<file path="src/rtl/regfile_seq_pkg.sv">
// Shared definitions for regfile_seq: default widths, ALU op encodings, FSM states.
package regfile_seq_pkg;

  localparam int unsigned DATA_W_DEF = 8;
  localparam int unsigned ADDR_W_DEF = 5;
  localparam int unsigned OP_W       = 2;

  typedef enum logic [OP_W-1:0] {
    OP_ADD = 2'd0,
    OP_SUB = 2'd1,
    OP_AND = 2'd2,
    OP_XOR = 2'd3
  } op_e;

  typedef enum logic {
    ST_CLEAR = 1'b0,
    ST_RUN   = 1'b1
  } state_e;

endpackage

</file>
<file path="src/rtl/regfile_seq_alu.sv">
// Combinational ALU for the S2 stage: unsigned wrap-around ADD/SUB, bitwise AND/XOR.
module regfile_seq_alu
  import regfile_seq_pkg::*;
#(
  parameter int unsigned DATA_W = DATA_W_DEF
) (
  input  op_e               op_i,
  input  logic [DATA_W-1:0] a_i,
  input  logic [DATA_W-1:0] b_i,
  output logic [DATA_W-1:0] res_o
);

  always_comb begin
    res_o = '0;
    case (op_i)
      OP_ADD:  res_o = a_i + b_i;
      OP_SUB:  res_o = a_i - b_i;
      OP_AND:  res_o = a_i & b_i;
      OP_XOR:  res_o = a_i ^ b_i;
      default: res_o = '0;
    endcase
  end

endmodule

</file>
<file path="src/rtl/regfile_seq.sv">
// Two-stage command sequencer over an external sync-read 2R1W register file.
// Define REGFILE_SEQ_FORWARD_EN to replace RAW stalls with S2->S2 result forwarding.
module regfile_seq
  import regfile_seq_pkg::*;
#(
  parameter int unsigned DATA_W = DATA_W_DEF,
  parameter int unsigned ADDR_W = ADDR_W_DEF
) (
  input  logic              clk,
  input  logic              rst,
  input  logic              cmd_valid,
  output logic              cmd_ready,
  input  logic [OP_W-1:0]   cmd_op,
  input  logic [ADDR_W-1:0] cmd_rd,
  input  logic [ADDR_W-1:0] cmd_rs1,
  input  logic [ADDR_W-1:0] cmd_rs2,
  output logic              res_valid,
  output logic [DATA_W-1:0] res_data,
  output logic [ADDR_W-1:0] rf_rd_addr1,
  output logic [ADDR_W-1:0] rf_rd_addr2,
  input  logic [DATA_W-1:0] rf_rd_data1,
  input  logic [DATA_W-1:0] rf_rd_data2,
  output logic [ADDR_W-1:0] rf_wr_addr,
  output logic [DATA_W-1:0] rf_wr_data,
  output logic              rf_wen
);

  localparam int unsigned LAST_ADDR = (1 << ADDR_W) - 1;

  state_e            state_q, state_d;
  logic [ADDR_W-1:0] clr_cnt_q, clr_cnt_d;
  logic              s2_valid_q, s2_valid_d;
  op_e               s2_op_q, s2_op_d;
  logic [ADDR_W-1:0] s2_rd_q, s2_rd_d;

  logic              hazard_stall;
  logic              ready_c;
  logic              accept;
  logic [DATA_W-1:0] op_a, op_b, alu_res;

  // Read addresses go straight to the RF so data lands in S2 one edge later
  assign rf_rd_addr1 = cmd_rs1;
  assign rf_rd_addr2 = cmd_rs2;

`ifdef REGFILE_SEQ_FORWARD_EN
  logic              fwd1_q, fwd1_d, fwd2_q, fwd2_d;
  logic [DATA_W-1:0] fwd_data_q;

  assign hazard_stall = 1'b0;
  assign op_a = fwd1_q ? fwd_data_q : rf_rd_data1;
  assign op_b = fwd2_q ? fwd_data_q : rf_rd_data2;

  // A match means the RF read raced the prior S2 write; use its result instead
  always_comb begin
    fwd1_d = fwd1_q;
    fwd2_d = fwd2_q;
    if (accept) begin
      fwd1_d = s2_valid_q && (cmd_rs1 == s2_rd_q);
      fwd2_d = s2_valid_q && (cmd_rs2 == s2_rd_q);
    end
  end

  always_ff @(posedge clk) begin
    if (rst) begin
      fwd1_q     <= 1'b0;
      fwd2_q     <= 1'b0;
      fwd_data_q <= '0;
    end else begin
      fwd1_q <= fwd1_d;
      fwd2_q <= fwd2_d;
      if (s2_valid_q) fwd_data_q <= alu_res;
    end
  end
`else
  assign hazard_stall = cmd_valid && s2_valid_q &&
                        ((cmd_rs1 == s2_rd_q) || (cmd_rs2 == s2_rd_q));
  assign op_a = rf_rd_data1;
  assign op_b = rf_rd_data2;
`endif

  assign ready_c = (state_q == ST_RUN) && !rst && !hazard_stall;
  assign accept  = cmd_valid && ready_c;

  regfile_seq_alu #(.DATA_W(DATA_W)) u_alu (
    .op_i  (s2_op_q),
    .a_i   (op_a),
    .b_i   (op_b),
    .res_o (alu_res)
  );

  always_ff @(posedge clk) begin
    if (rst) begin
      state_q    <= ST_CLEAR;
      clr_cnt_q  <= '0;
      s2_valid_q <= 1'b0;
      s2_op_q    <= OP_ADD;
      s2_rd_q    <= '0;
    end else begin
      state_q    <= state_d;
      clr_cnt_q  <= clr_cnt_d;
      s2_valid_q <= s2_valid_d;
      s2_op_q    <= s2_op_d;
      s2_rd_q    <= s2_rd_d;
    end
  end

  // Next state, S1 capture and S2 writeback; rst masks every strobe at once
  always_comb begin
    state_d    = state_q;
    clr_cnt_d  = clr_cnt_q;
    s2_valid_d = 1'b0;
    s2_op_d    = s2_op_q;
    s2_rd_d    = s2_rd_q;
    cmd_ready  = ready_c;
    res_valid  = 1'b0;
    res_data   = '0;
    rf_wen     = 1'b0;
    rf_wr_addr = s2_rd_q;
    rf_wr_data = alu_res;

    case (state_q)
      ST_CLEAR: begin
        rf_wen     = 1'b1;
        rf_wr_addr = clr_cnt_q;
        rf_wr_data = '0;
        clr_cnt_d  = clr_cnt_q + ADDR_W'(1);
        if (clr_cnt_q == ADDR_W'(LAST_ADDR)) begin
          clr_cnt_d = '0;
          state_d   = ST_RUN;
        end
      end
      ST_RUN: begin
        if (s2_valid_q) begin
          rf_wen    = 1'b1;
          res_valid = 1'b1;
          res_data  = alu_res;
        end
        if (accept) begin
          s2_valid_d = 1'b1;
          s2_op_d    = op_e'(cmd_op);
          s2_rd_d    = cmd_rd;
        end
      end
      default: state_d = ST_CLEAR;
    endcase

    if (rst) begin
      cmd_ready = 1'b0;
      res_valid = 1'b0;
      res_data  = '0;
      rf_wen    = 1'b0;
    end
  end

endmodule

</file>
<file path="config.mk">
export PLATFORM = sky130hd
export DESIGN_NAME = regfile_seq
export DESIGN_NICKNAME = d
export VERILOG_FILES = /design/src/rtl/regfile_seq_pkg.sv /design/src/rtl/regfile_seq_alu.sv /design/src/rtl/regfile_seq.sv
export SDC_FILE = /design/constraint.sdc
export NUM_CORES = 1
export LEC_CHECK = 0
export BUFFER_PORTS_ARGS = -buffer_cell sky130_fd_sc_hd__clkbuf_2
export CAP_MARGIN = 20
export CORE_ASPECT_RATIO = 0.75
export CORE_MARGIN = 2
export CORE_UTILIZATION = 45
export DETAILED_ROUTE_END_ITERATION = 7
export MAX_ROUTING_LAYER = met4
export PLACE_DENSITY = 0.75
export SLEW_MARGIN = 20
export SYNTH_ARGS = -nofsm -noshare
export SYNTH_HDL_FRONTEND = slang
export SYNTH_HIERARCHICAL = 1
export SYNTH_SLANG_ARGS = --single-unit
</file>
<file path="constraint.sdc">
create_clock -name clk -period 3.8 [get_ports clk]
set_input_delay 0 -clock clk [delete_from_list [all_inputs] [get_ports clk]]
set_output_delay 0 -clock clk [all_outputs]
set_load 0.01 [all_outputs]
</file>
==> out/results.tsv <==
stage	metric	value	unit
status	outcome	complete, but fails checks	
status	violations	hold timing	
pwr	internal_power	0.000295	W
timing	min_period_over_period	77.6	%
critical_path	path_buf_inv	1	
critical_path	crit_path_end_kind	primary output	
timing	period_needed	2.95	ns
clock_tree	clk_latency	0.25	ns
logic_synthesis	ys_warn_count	6	
global_routing	grt_pass1_wl	6070	µm
pwr	p_total	0.000433	W
pwr	power_frac_comb	36.3	%
logic_synthesis	ys_seq_area_share	16.1	%
logic_synthesis	synthesis.area	1740	µm²
placed_design	io_buffers	69	
clock_tree	htreeDepth	1	
logic_synthesis	synth-seq-cells	14	
pwr	power_frac_clock	28.3	%
critical_path	critical_path.startpoint_type	flip-flop	
route	num_vias	1553	
timing	finalHoldViolCount	1	
timing	slew_headroom	42.6	%
floorplanning	fp.dieW	75.7	µm
timing	clock_skew	0.000537	ns
floorplanning	design.die.area	4370	µm²
pwr	sw_frac_of_total	31.8	%
critical_path	worst_path_most_repeated_cell	xnor2_1	
cells_and_area	diodes	0	
cells_and_area	final_area	2090	µm²
pwr	powerDensity	207	nW/µm²
global_routing	grt_pass1_vias	1371	
pwr	power_leakage	1.01	nW
clock_tree	clock_path_buffers	2	
logic_synthesis	synth_area_per_cell	8.42	µm²
floorplanning	dieHeight	57.8	µm
clock_tree	cts.sinks	14	
clock_tree	clkSlewWorstSetupHoldPaths	0.06	ns
timing	tightest_slew	0.860	ns
logic_synthesis	ys_dominant_reg_cell	dfxtp_1	
clock_tree	cts_tree	yes	
pwr	switchingPower	0.000138	W
clock_tree	postCtsResizedCells	0	
placed_design	dp_worst_setup_slack	1.16	ns
floorplanning	num_rows	19	
global_routing	grt_overflow	0	
route	antenna_left	0	
critical_path	crit_fanout	19	
placed_design	gp_congestion	0.854	
cells_and_area	layout-drive-gt1-share	32.7	%
timing	whs	-0.00123	ns
critical_path	crit_type	reg2out	
logic_synthesis	netlist_instances	206	
global_routing	grt_max_degree	25	
timing	fin_ws	0.850	ns
pwr	peakVddDrop	0.000158	V
critical_path	slowest_stage	dfxtp_1	
timing	drv_slew	0	
critical_path	cp_data_arrival_time	2.95	ns
floorplanning	initial_utilization	47.1	%
logic_synthesis	synth_cell_type_count	37	
timing	setup_tns	0	ns
critical_path	crit_required	3.80	ns
cells_and_area	final_nets	320	
cells_and_area	area_growth	20.5	%
floorplanning	fp.coreArea	3680	µm²
route	drc	0	
route	first_pass_iters	4	
timing	timing.fmax	0.339	GHz
global_routing	grt_antenna_before_repair	0	
placed_design	placed_cell_area	2030	µm²
logic_synthesis	synth_nets	261	
cells_and_area	fillers	361	
job	cap_violations	0	
route	avgRoutedWirePerCell	12.1	µm
floorplanning	pin_count	70	
timing	rsz0062_at_grt	no	
placed_design	dp_hpwl	3080	µm
clock_tree	cts_buffers	3	
global_routing	grt_usage	18.3	%
pwr	pwr-share-seq	35.4	%
timing	finalSetupViolations	0	
route	drt_iter0_drc	42	
hold_path	hold_class	in2reg	
clock_tree	cts_root_buf	clkbuf_8	
logic_synthesis	synth_enable_flop_cells	0	
logic_synthesis	async_flop_share	0	%
critical_path	slowest_delay	0.77	ns
critical_path	cp_top_family	compound AO/OA/AOI/OAI gates	
route	avgViaCountPerCell	4.93	
critical_path	path_cells	nor2b_4 -> a31oi_1 -> xnor2_1 -> ha_1 -> a21o_1 -> a31o_2 -> a21oi_1 -> xnor2_1 -> mux2i_1 -> and2_1 -> clkbuf_2	
route	routed_wirelength	3810	µm
-- metrics by stage --
step | cells | utilization (%)
after floorplan | 206 | -
after global placement | 310 | 55.1
after detailed placement | 310 | 55.1
after CTS | 315 | 56.7
after global routing | 315 | 56.7
final | 315 | 56.7
-- path summary, 6_finish.rpt --
check                     from       endpoint  slack, ns  cells past startpoint
setup / recovery    s2_op_q[1]  rf_wr_data[7]       0.85                     11
hold / removal       cmd_op[0]     s2_op_q[0]     -0.001                      3
setup reg to reg       state_q     s2_rd_q[1]       1.88                      3
hold reg to reg   clr_cnt_q[3]   clr_cnt_q[3]       0.52                      2
-- worst reg2reg max path: cells and delay by family (launching register included) --
family	cells	cell delay, ns
compound gates	1	0.51
flops	1	0.88
simple gates	1	0.21
mux	1	0.25
-- cell families (layout without fill, tap and decap cells) --
logic type      after synthesis  in the layout  share of synthesized area [%]
xor+xnor                     22             22                           11.1
simple gates                 71             71                           24.4
fa+ha+maj                    19             19                           14.1
compound gates               31             31                           12.0
buf+inv                      27             84                           9.08
flops                        14             14                           16.2
mux                          22             22                           13.1
-- metal layers --
layer	vias to the layer above	GRT usage, %	part of all wire, %
li1	818	-	-
met1	693	26.2	51
met2	39	27.6	45
met3	3	3.65	4.1
met4	0	2.26	0.24
met5	-	-	0
-- sequential cells by signal (all words and copies together) (netlist names) --
signal / flops
s2_op_q: 2
s2_valid_q: 1
clr_cnt_q: 5
state_q: 1
s2_rd_q: 5
-- power by group through the flow --
stage	Clock, W	Combinational, W	Sequential [W]
detailed placement	0	0.000156	0.000157
CTS	0.000125	0.000158	0.000153
global route	0.000132	0.000181	0.000154
finish	0.000123	0.000157	0.000154
floorplan	0	0.000110	0.000155
global placement	0	0.000152	0.000156
-- cell usage after synthesis (all sizes together), types with 2 or more instances --
cell,number,area (µm²)
ha,18,225
nor2,18,67.6
and2,16,100
mux2i,16,160
a21oi,14,70.1
dfxtp,14,280
xor2,14,123
buf,13,105
nand2b,12,75.1
inv,9,33.8
xnor2,8,70.1
mux2,6,67.6
a31oi,5,31.3
clkbuf,5,18.8
nor3,5,25.0
or2b,5,37.5
a21o,4,31.3
nand2,3,11.3
o21ai,3,15.0
a221oi,2,35.0
nand3b,2,15.0
nor4,2,25.0
-- cell usage in the layout (no fill, tap or decap), types with 9 or more instances in the layout --
cell type	instances
nor2_1	18
ha_1	18
dfxtp_1	14
a21oi_1	14
mux2i_1	16
and2_1	16
inv_1	9
clkbuf_2	69
nand2b_1	12
xor2_1	14
-- what timing repair did --
action,CTS,global route
setup buffers,0,0
hold buffers,2,0
hold endpoints to repair,2,0
-- final cells by class --
| type | instances | area, µm² | area share, % |
|---|---|---|---|
| clock buffer | 3 | 41.3 | 1.97 |
| multi-input combinational | 165 | 1300 | 62.1 |
| sequential | 14 | 280 | 13.4 |
| inverter | 9 | 33.8 | 1.62 |
| tap | 52 | 65.1 | 3.11 |
| timing repair buffer | 72 | 373 | 17.8 |
Note: power is estimated with default switching activity, not from simulation.
